## src/rtl/tb4004_pkg.sv

```systemverilog
// Shared definitions for the TB4004 program-counter path: default address
// width and the prioritised command encoding used by the PC sequencer.
package tb4004_pkg;

  localparam int ADDR_W_DEF = 12;

  typedef enum logic [2:0] {
    CMD_NOP,
    CMD_STEP,
    CMD_STEP2,
    CMD_JUMP,
    CMD_CALL,
    CMD_RET
  } pc_cmd_e;

  // Resolve simultaneous strobes: ret > call > jump > step2 > step.
  function automatic pc_cmd_e decode_cmd(input logic step, input logic step2,
                                         input logic jump, input logic call,
                                         input logic ret);
    if (ret)        return CMD_RET;
    else if (call)  return CMD_CALL;
    else if (jump)  return CMD_JUMP;
    else if (step2) return CMD_STEP2;
    else if (step)  return CMD_STEP;
    else            return CMD_NOP;
  endfunction

endpackage

```

## src/rtl/stack_pc_ring_ret_ring.sv

```systemverilog
// Return-address ring: DEPTH entries addressed by a write pointer, with a
// saturating occupancy counter. Callers pre-qualify push/pop for the policy.
module ret_ring #(
  parameter  int ADDR_W = 12,
  parameter  int DEPTH  = 3,
  localparam int PTR_W  = (DEPTH > 1) ? $clog2(DEPTH) : 1,
  localparam int CNT_W  = $clog2(DEPTH + 1)
) (
  input  logic              clk,
  input  logic              reset,
  input  logic              push,
  input  logic              pop,
  input  logic [ADDR_W-1:0] push_addr,
  output logic [ADDR_W-1:0] tos,
  output logic [CNT_W-1:0]  depth,
  output logic              full,
  output logic              empty
);

  logic [ADDR_W-1:0] mem [DEPTH];
  logic [PTR_W-1:0]  wptr;
  logic [PTR_W-1:0]  wptr_inc;
  logic [PTR_W-1:0]  wptr_dec;

  always_comb begin
    wptr_inc = (wptr == PTR_W'(DEPTH - 1)) ? '0 : wptr + PTR_W'(1);
    wptr_dec = (wptr == '0) ? PTR_W'(DEPTH - 1) : wptr - PTR_W'(1);
  end

  assign tos   = mem[wptr_dec];
  assign full  = (depth == CNT_W'(DEPTH));
  assign empty = (depth == '0);

  // Pushing while full overwrites the oldest slot; popping while empty
  // still rewinds the pointer, so the counter saturates at both ends.
  always_ff @(posedge clk) begin
    if (!reset) begin
      wptr  <= '0;
      depth <= '0;
      for (int i = 0; i < DEPTH; i++) mem[i] <= '0;
    end else if (push) begin
      mem[wptr] <= push_addr;
      wptr      <= wptr_inc;
      if (!full) depth <= depth + CNT_W'(1);
    end else if (pop) begin
      wptr <= wptr_dec;
      if (!empty) depth <= depth - CNT_W'(1);
    end
  end

endmodule

```

## src/rtl/stack_pc_ring.sv

```systemverilog
// Program counter with hardware return-address stack: step/step2/jump/call/ret
// with selectable wrap (4004-style) or strict overflow/underflow handling.
module stack_pc_ring
  import tb4004_pkg::*;
#(
  parameter  int ADDR_W    = ADDR_W_DEF,
  parameter  int DEPTH     = 3,
  parameter  int WRAP_MODE = 1,
  parameter  int CALL_LEN  = 2,
  localparam int CNT_W     = $clog2(DEPTH + 1)
) (
  input  logic              clk,
  input  logic              reset,
  input  logic              step,
  input  logic              step2,
  input  logic              jump,
  input  logic              call,
  input  logic              ret,
  input  logic [ADDR_W-1:0] target,
  input  logic              flag_clr,
  output logic [ADDR_W-1:0] pc_out,
  output logic [ADDR_W-1:0] tos_out,
  output logic [CNT_W-1:0]  depth_out,
  output logic              full,
  output logic              empty,
  output logic              ovf,
  output logic              udf
);

  pc_cmd_e           cmd;
  logic              push;
  logic              pop;
  logic              ovf_set;
  logic              udf_set;
  logic [ADDR_W-1:0] ret_addr;
  logic [ADDR_W-1:0] tos_raw;
  logic [ADDR_W-1:0] pc_next;

  assign cmd      = decode_cmd(step, step2, jump, call, ret);
  assign ret_addr = pc_out + ADDR_W'(CALL_LEN);
  assign ovf_set  = (cmd == CMD_CALL) && full;
  assign udf_set  = (cmd == CMD_RET) && empty;
  assign push     = (cmd == CMD_CALL) && (!full || WRAP_MODE != 0);
  assign pop      = (cmd == CMD_RET) && (!empty || WRAP_MODE != 0);
  assign tos_out  = (WRAP_MODE == 0 && empty) ? '0 : tos_raw;

  ret_ring #(
    .ADDR_W (ADDR_W),
    .DEPTH  (DEPTH)
  ) u_ring (
    .clk       (clk),
    .reset     (reset),
    .push      (push),
    .pop       (pop),
    .push_addr (ret_addr),
    .tos       (tos_raw),
    .depth     (depth_out),
    .full      (full),
    .empty     (empty)
  );

  always_comb begin
    pc_next = pc_out;
    unique case (cmd)
      CMD_STEP:  pc_next = pc_out + ADDR_W'(1);
      CMD_STEP2: pc_next = pc_out + ADDR_W'(2);
      CMD_JUMP:  pc_next = target;
      CMD_CALL:  if (push) pc_next = target;
      CMD_RET:   if (pop) pc_next = tos_raw;
      default:   pc_next = pc_out;
    endcase
  end

  // A flag event in the same cycle as flag_clr leaves the flag set.
  always_ff @(posedge clk) begin
    if (!reset) begin
      pc_out <= '0;
      ovf    <= 1'b0;
      udf    <= 1'b0;
    end else begin
      pc_out <= pc_next;
      ovf    <= ovf_set | (ovf & ~flag_clr);
      udf    <= udf_set | (udf & ~flag_clr);
    end
  end

endmodule
```

## config.mk

```make
export PLATFORM = sky130hd
export DESIGN_NAME = stack_pc_ring
export DESIGN_NICKNAME = d
export VERILOG_FILES = /design/src/rtl/tb4004_pkg.sv /design/src/rtl/stack_pc_ring_ret_ring.sv /design/src/rtl/stack_pc_ring.sv
export SDC_FILE = /design/constraint.sdc
export NUM_CORES = 1
export LEC_CHECK = 0
export BUFFER_PORTS_ARGS = -buffer_cell sky130_fd_sc_hd__buf_4
export CAP_MARGIN = 20
export CORE_MARGIN = 10
export CORE_UTILIZATION = 50
export CTS_BUF_LIST = sky130_fd_sc_hd__clkbuf_16
export DETAILED_ROUTE_END_ITERATION = 10
export GPL_TIMING_DRIVEN = 0
export PLACE_DENSITY_LB_ADDON = 0.3
export SYNTH_ARGS = -nofsm -noshare
export SYNTH_HDL_FRONTEND = slang
export SYNTH_SLANG_ARGS = --single-unit
```

## constraint.sdc

```tcl
create_clock -name clk -period 2.3 [get_ports clk]
set_input_delay 0.115 -clock clk [delete_from_list [all_inputs] [get_ports clk]]
set_output_delay 0.115 -clock clk [all_outputs]
set_load 0.02 [all_outputs]
```

# Word level (Yosys, flattened, before mapping)
# Memory sizes are Yosys's and may differ from the RTL's.
# Cells that the tools add are included.
# word_totals
ff_bits	18
ramBits	36
input_bits	20
output_inout_bits	30
elab_cells	56
mem_count	1
# classes
addsub	6
n_eq_ne	9
mux	21
bitwise_logic	5
n_reduce_logical	9
# memory_table
name	words	width	read_ports	rd_clocked_by_memory_dff	wr	line	text
u_ring.mem	3	12	1	0	3	stack_pc_ring_ret_ring.sv:20	logic [ADDR_W-1:0] mem [DEPTH];
# op_table
operator	count
$pmux 12 s4	1
$mux 2	11
$add 12x1->12 const B	1
$add 12x2->12 const B	1
$mux 12	1
$reduce_or 12->1	1
$eq 3x2->1 const B	2
$eq 3x3->1 const B	2
$mux 1	6
$mux 3	2
$add 2x1->2 const B	2
$eq 2x2->1 const B	2
$logic_not 2->1	2
$reduce_bool 4->1	1
$sub 2x1->2 const B	2
$eq 3x1->1 const B	1
$reduce_and 3->1	1
$and 1x1->1	2
$logic_and 1x1->1	2
$ne 2x1->1 const B	1
$ne 2x2->1 const B	1
$or 1x1->1	2
$reduce_bool 2->1	1
$reduce_or 2->1	1
$not 1->1	1

# Longest topological paths before layout
# Gate-level depths: netlist of the first run.
# logic_depth
word_depth	11
depth_mapped	8
ltp_nobuf	6

# Hierarchy
# From an unflattened synthesis of the first run, not the netlist that was laid out.
# unflattened
hier_cells	310
hier_area_um2	3559.7
# by_module_without_submodules
mod	n_inst	cells_per_inst	area_each_um2	seq_area_each_um2
ret_ring	1	140	2274.7	1521.5
stack_pc_ring	1	170	1285.0	280.3

# Least setup slack after synthesis of the first run
# No wires, ideal clock.
# synth_timing
path_kind	flip-flop to flip-flop
from	register u_ring.wptr[0]
to	register pc_out[7]
setup_time_ps	115
arrival_time_ps	2009
t_required_ps	2185
setup_slack_ps	176
stages_incl_launch_ff	9
n_path_buf	2
period_less_slack_ps	2124
path_cell_list	dfxtp_1 -> inv_1 -> ha_1 -> clkbuf_1 -> buf_2 -> mux4_2 -> a22oi_1 -> nand3_1 -> o21a_1
# synth_via
elab_chain_len	4
elab_cells_between_ends	5
classes_between	add/sub (1); mux (2); reduce/logical (1); memory (1)
# synth_lines
element	line	text
from (decl)	stack_pc_ring_ret_ring.sv:21	logic [PTR_W-1:0] wptr;
from (signal assigned)	stack_pc_ring_ret_ring.sv:43	wptr <= wptr_inc;
from (signal assigned)	stack_pc_ring_ret_ring.sv:46	wptr <= wptr_dec;
$sub 2x1->2 / $logic_not 2->1 (equally long branches)	stack_pc_ring_ret_ring.sv:27	wptr_dec = (wptr == '0) ? PTR_W'(DEPTH - 1) : wptr - PTR_W'(1);
$mux 2 *	stack_pc_ring_ret_ring.sv:27	
$mem_v2 3x12 *	n/a	
via tos_out[7]	stack_pc_ring.sv:22	output logic [ADDR_W-1:0] tos_out,
$pmux 12 s4 *	stack_pc_ring.sv:64	unique case (cmd)
to (signal assigned)	stack_pc_ring.sv:81	pc_out <= pc_next;
to (decl)	stack_pc_ring.sv:21	output logic [ADDR_W-1:0] pc_out,
# The timed path passes the listed nets; every way through them passes the cells marked *.
# A chain may end at the register's enable or synchronous reset.

==> results of run 1 <==
-- critical path, cell delays in order, from the launching register on --
cell and delay (ns):
dfxtp_1 0.38, inv_1 0.10, ha_1 0.20, nand3_1 0.21
clkbuf_1 0.58, nand2_2 0.40
-- state kept, by name, summed over array words and instances (netlist names) --
register      flops
u_ring.depth      2
u_ring.mem       48
udf               1
pc_out           12
ovf               1
u_ring.wptr       2
-- cell usage after synthesis (all sizes together) (2+ instances only) --
master / count
a211oi: 4
a21oi: 16
o221ai: 4
o221a: 2
or3: 4
nor3: 7
clkbuf: 15
nand2: 17
ha: 7
nand3: 10
inv: 18
nor4: 6
edfxtp: 48
nor2: 50
a22oi: 2
o22ai: 2
mux2: 4
mux2i: 4
o211a: 2
nand4: 3
xnor2: 10
a211o: 3
o21ai: 10
o211ai: 3
buf: 10
o21a: 3
mux4: 10
or4: 2
o32ai: 2
and2: 3
dfxtp: 18
nor2b: 4
a31o: 2
xor2: 4
-- logic make-up (layout without fill, tap and decap cells) --
kind of cell    count (synthesis)  count (layout)
simple gates                  113             113
flops                          66              66
compound gates                 62              62
buf+inv                        43             103
mux                            18              18
xor+xnor                       14              14
fa+ha+maj                       7               7
-- path summary, 6_finish.rpt --
path / cells after the start / startpoint / slack, ns / end
worst max-delay path: 5 / u_ring.wptr[0] / 0.07 / u_ring.mem[2][6]
worst min-delay path: 4 / flag_clr / 0.11 / udf
worst max register to register: 5 / u_ring.wptr[0] / 0.07 / u_ring.mem[2][6]
worst min register to register: 1 / ovf / 0.47 / ovf
-- timing repair --
item | CTS | global route
setup endpoints to repair | 26 | 11
gates cloned | 0 | 0
resized for setup | 4 | 2
-- routing by layer --
layer	vias to the layer above	share of wire, %	wire [um]	GRT usage [%]
li1	1295	-	-	-
met1	1386	41	4000	23.3
met2	120	49	4810	30.9
met3	22	7.7	762	4.72
met4	0	3.0	295	9.52
met5	-	0	0	0
-- final cells by class --
class / count / area (um2)
fillers: 579 / 2560
flip-flops and latches: 66 / 1800
multi-input cells: 214 / 1500
repair buffers: 46 / 345
clock buffers: 9 / 225
plain buffers: 24 / 123
well taps: 96 / 120
inverters: 18 / 67.6
clock inverters: 6 / 51.3
-- power groups by stage --
stage | clock, mW | sequential [mW] | combinational (mW)
after floorplan | 0 | 1.43 | 0.357
final | 1.28 | 1.40 | 0.611
after global placement | 0 | 1.41 | 0.593
after global routing | 1.35 | 1.40 | 0.662
after CTS | 1.29 | 1.39 | 0.611
after detailed placement | 0 | 1.42 | 0.600
-- layout by cell type (no fill, tap or decap), types with 6 or more instances in the layout --
master	Yosys	final
dfxtp_1	18	18
nand3_1	10	10
xnor2_1	10	10
edfxtp_1	48	48
clkbuf_16	0	9
nor3_1	7	7
nand2_1	17	16
buf_4	1	48
o21ai_0	6	6
clkbuf_1	15	14
inv_1	17	19
nor2_1	50	50
mux4_2	10	10
ha_1	7	6
a21oi_1	16	16
-- stage by stage --
stage | area (um2) | std cells
floorplan | 3480 | 323
global placement | 3940 | 465
detailed placement | 3940 | 465
CTS | 4230 | 479
global route | 4230 | 479
finish | 4230 | 479
==> impl_metrics.env, run 1 <==
export IMPL_synth_cell_types=57
export IMPL_htreeDepth=3
export IMPL_period_needed_ns=2.23
export IMPL_ys_ff_latch=66
export IMPL_yosysTopAreaCellShare_pct=41.5
export IMPL_track_usage_pct=19.1
export IMPL_start_util_pct=51.2
export IMPL_finalCritPeriodShare_pct=96.7
export IMPL_final_util_pct=62.3
export IMPL_die_area_um2=10700
export IMPL_coreArea_um2=6790
export IMPL_synth_seq_area_share_pct=51.8
export IMPL_numCtsBuffers=9
export IMPL_setup_viol=0
export IMPL_relSlewSlack_pct=47.4
export IMPL_grt_max_degree=13
export IMPL_cts_clk_slew_worst_paths_ns=0.05
export IMPL_grt_pass1_wl_mm=15.2
export IMPL_synth_main_ff_cell="edfxtp_1"
export IMPL_maxCapViolCount=0
export IMPL_wl_per_cell_um=20.6
export IMPL_drt_drc_violations_left=0
export IMPL_fmax_mhz=449
export IMPL_grt_pass1_vias=2820
export IMPL_hold_buffers=0
export IMPL_drive_above_1_share_pct=23.0
export IMPL_die_x_um=103
export IMPL_switching_share_pct=26.5
export IMPL_ios=50
export IMPL_cp_end_kind="flop"
export IMPL_overflow=0
export IMPL_antennaDiodeCount=0
export IMPL_ant_nets=0
export IMPL_pre_cts_slack_ns=-0.182
export IMPL_p_int_mw=2.41
export IMPL_layout_setup_ws_ns=0.0748
export IMPL_crit_arrival_ns=2.20
export IMPL_combPwrFrac_pct=18.6
export IMPL_vias=2823
export IMPL_firstDrtPassIters=4
export IMPL_synth_compound_area_share_pct=12.4
export IMPL_p_seq_share_pct=42.5
export IMPL_timing_setup_tns_ns=0
export IMPL_hold_ws_ns=0.109
export IMPL_cts_tree="built"
export IMPL_ir_worst_vdd_uv=534
export IMPL_rows=30
export IMPL_die_h_um=103
export IMPL_final_setup_skew_ns=0.00472
export IMPL_wl_mm=9.87
export IMPL_cts_sinks=66
export IMPL_portBuffers=46
export IMPL_drt_iter0_drc=199
export IMPL_synthAdderAreaFrac_pct=2.52
export IMPL_report_final_slew_viol_count=0
export IMPL_fin_nets=406
export IMPL_syn_num_nets=350
export IMPL_dp_hpwl_mm=6.79
export IMPL_synth_area_leaders="edfxtp_1, dfxtp_1, mux4_2"
export IMPL_syn_avg_cell_area_um2=10.8
export IMPL_clock_latency_ns=0.33
export IMPL_synthCells=323
export IMPL_yosys_area_share_simple_pct=15.6
export IMPL_synth_top_family_by_area="simple AND/OR/NAND/NOR gates"
export IMPL_post_cts_buffers=0
export IMPL_gp_congestion=0.910
export IMPL_crit_type="flop to flop"
export IMPL_synth_xor_area_share_pct=3.53
export IMPL_cp_data_required_time_ns=2.28
export IMPL_p_leak_nw=1.64
export IMPL_synth_edf_count=48
export IMPL_area_growth_pct=21.7
export IMPL_clockRootBuffer="clkbuf_16"
export IMPL_clockBufferDepth=2
export IMPL_power_density_nw_per_um2=776
export IMPL_grt_setup_unrepaired="false"
export IMPL_worst_pin_slew_ns=0.789
export IMPL_async_flop_share_pct=0
export IMPL_path_max_fanout=12
export IMPL_status="finished, final reports clean"
export IMPL_synth_mux_area_share_pct=8.92
export IMPL_cp_start_kind="flop"
export IMPL_post_synth_top_area_cell="edfxtp_1"
export IMPL_ys_warn_count=0
export IMPL_min_path_type="input pin to flop"
export IMPL_syn_cell_area_um2=3480
export IMPL_p_clk_share_pct=38.9
export IMPL_finalPower_mw=3.28
export IMPL_antenna_found_initial=0
export IMPL_p_sw_uw=869
export IMPL_avgViaCountPerCell=5.89
export IMPL_hold_violations=0
Power figures use the tool's default switching activity.
==> run 2, diff against run 1 <==
--- a/config.mk
+++ b/config.mk
@@ -5,6 +5,7 @@
 export SDC_FILE = /design/constraint.sdc
 export NUM_CORES = 1
 export LEC_CHECK = 0
+export ABC_AREA = 1
 export BUFFER_PORTS_ARGS = -buffer_cell sky130_fd_sc_hd__buf_4
 export CAP_MARGIN = 20
 export CORE_MARGIN = 10
==> impl_metrics.env, run 2 <==
export IMPL_status="finished, final reports clean"
export IMPL_ys_top_cells_by_count="nand2_1, nor2_1, edfxtp_1, inv_1, nand3_1"
export IMPL_track_usage_pct=18.0
export IMPL_period_needed_ns=2.15
export IMPL_cp_end_kind="output port"
export IMPL_start_util_pct=51.1
export IMPL_maxCapViolCount=0
export IMPL_gp_congestion=0.913
export IMPL_clockBufferDepth=2
export IMPL_final_cell_mix="nand2_1, nor2_1, buf_4"
export IMPL_die_x_um=106
export IMPL_fin_area_um2=4490
export IMPL_vias=3338
export IMPL_wl_mm=10.1
export IMPL_synth_main_ff_cell="edfxtp_1"
export IMPL_largest_register_ff_count=48
export IMPL_clockRootBuffer="clkbuf_16"
export IMPL_synth_edf_count=48
export IMPL_crit_path_cell_trace="inv_1 -> ha_1 -> inv_2 -> buf_4 -> o21ai_0 -> o22ai_1 -> buf_4"
export IMPL_worst_pin_slew_ns=0.596
export IMPL_rows=31
export IMPL_antenna_found_initial=0
export IMPL_ir_worst_vdd_uv=396
export IMPL_report_final_slew_viol_count=0
export IMPL_synthCells=465
export IMPL_syn_num_nets=492
export IMPL_drt_drc_violations_left=0
export IMPL_numCtsBuffers=9
export IMPL_final_util_pct=62.2
export IMPL_cp_data_required_time_ns=2.18
export IMPL_relSlewSlack_pct=60.2
export IMPL_ys_warn_count=0
export IMPL_portBuffers=48
export IMPL_hold_buffers=0
export IMPL_worst_path_largest_cell_delay_ns=0.39
export IMPL_setup_viol=0
export IMPL_ios=50
export IMPL_reg_top3="u_ring.mem (48), pc_out (12)"
export IMPL_crit_type="flop to output port"
export IMPL_power_density_nw_per_um2=781
export IMPL_min_path_type="input pin to flop"
export IMPL_grt_pass1_wl_mm=16.2
export IMPL_wl_per_cell_um=16.1
export IMPL_fin_nets=552
export IMPL_final_common_cell="nand2_1"
export IMPL_die_h_um=106
export IMPL_crit_arrival_ns=2.03
export IMPL_timing_setup_tns_ns=0
export IMPL_pre_cts_slack_ns=0.267
export IMPL_ys_ff_latch=66
export IMPL_dp_hpwl_mm=7.45
export IMPL_drive_above_1_share_pct=22.3
export IMPL_path_max_fanout=10
export IMPL_htreeDepth=3
export IMPL_hold_ws_ns=0.0496
export IMPL_grt_setup_unrepaired="false"
export IMPL_post_synth_top_area_cell="edfxtp_1"
export IMPL_cts_tree="built"
export IMPL_post_cts_buffers=0
export IMPL_top_register="u_ring.mem"
export IMPL_die_area_um2=11200
export IMPL_finalPower_mw=3.51
export IMPL_finalCritPeriodShare_pct=93.5
export IMPL_cp_start_kind="flop"
export IMPL_syn_cell_area_um2=3690
export IMPL_critical_path_buf_inv_count=4
export IMPL_coreArea_um2=7210
export IMPL_final_setup_skew_ns=0.00398
export IMPL_dp_cells=613
export IMPL_hold_violations=0
export IMPL_yosysMostFrequentCell="nand2_1"
export IMPL_crit_family="buffers and inverters"
export IMPL_synth_seq_area_share_pct=48.9
export IMPL_p_leak_nw=2.00
export IMPL_stdcell_count=629
export IMPL_yosysTopAreaCellShare_pct=39.1
export IMPL_cts_sinks=66
export IMPL_grt_pass1_vias=3279
export IMPL_area_growth_pct=21.7
export IMPL_drt_iter0_drc=238
export IMPL_cp_common_cell="buf_4"
export IMPL_syn_avg_cell_area_um2=7.93
export IMPL_avgViaCountPerCell=5.31
export IMPL_ant_nets=0
export IMPL_overflow=0
export IMPL_antennaDiodeCount=0
export IMPL_async_flop_share_pct=0
export IMPL_firstDrtPassIters=5
export IMPL_placed_cell_area_um2=4180
export IMPL_cpMaxStageDelayCell="dfxtp_1"
export IMPL_synth_area_leaders="edfxtp_1, nand2_1, dfxtp_1"
export IMPL_layout_setup_ws_ns=0.151
export IMPL_synth_cell_types=34
export IMPL_grt_max_degree=13
export IMPL_cts_clk_slew_worst_paths_ns=0.05
export IMPL_clock_latency_ns=0.33
export IMPL_fmax_mhz=465
==> run 2: kinds of logic after synthesis <==
| kind of cell | Yosys count | synth area share [%] |
|---|---|---|
| AOI/OAI and AO/OA | 55 | 8.08 |
| xor gates and xnor gates | 5 | 1.39 |
| adders and majority gates | 7 | 2.38 |
| buffers and inverters | 71 | 8.14 |
| DFF | 66 | 48.9 |
| and+or+nand+nor | 261 | 31.2 |
==> run 2: timing repair <==
| action | 4_1_cts | 5_1_grt |
|---|---|---|
| pin swaps | 0 | 0 |
| endpoints found under the setup margin | 4 | 7 |
| gates resized for setup | 1 | 3 |
| hold endpoints to repair | 0 | 0 |
==> run 2: final timing paths <==
kind	slack [ns]	end	cells past startpoint	from
worst min register to register	0.47	udf	2	udf
worst max register to register	0.40	u_ring.mem[2][11]	5	u_ring.wptr[0]
worst min-delay path	0.05	udf	4	flag_clr
worst max-delay path	0.15	tos_out[10]	7	u_ring.wptr[1]
==> run 2: layout make-up <==
cell class	instances	area, um2
Buffer	17	98.8
Multi-Input combinational cell	328	1590
Tap cell	99	124
Clock inverter	7	68.8
Fill cell	651	2730
Sequential cell	66	1800
Timing Repair Buffer	49	372
Inverter	54	204
Clock buffer	9	225
==> run 2: routing by layer <==
layer | vias to the layer above | wire [um] | global-route usage (%)
met5 | - | 0 | 0
li1 | 1626 | - | -
met2 | 134 | 5030 | 31.0
met4 | 0 | 192 | 6.29
met1 | 1562 | 4190 | 21.4
met3 | 16 | 735 | 4.20
==> run 2: tightest hold or removal path: stages <==
cell	delay (ns)
buf_4	0.08
inv_1	0.04
nand2_1	0.05
a21oi_1	0.05
==> run 2: power by group <==
group | total, mW | internal [mW] | switching [mW]
combinational | 0.738 | 0.258 | 0.480
sequential | 1.41 | 1.35 | 0.0588
clock | 1.36 | 0.836 | 0.527
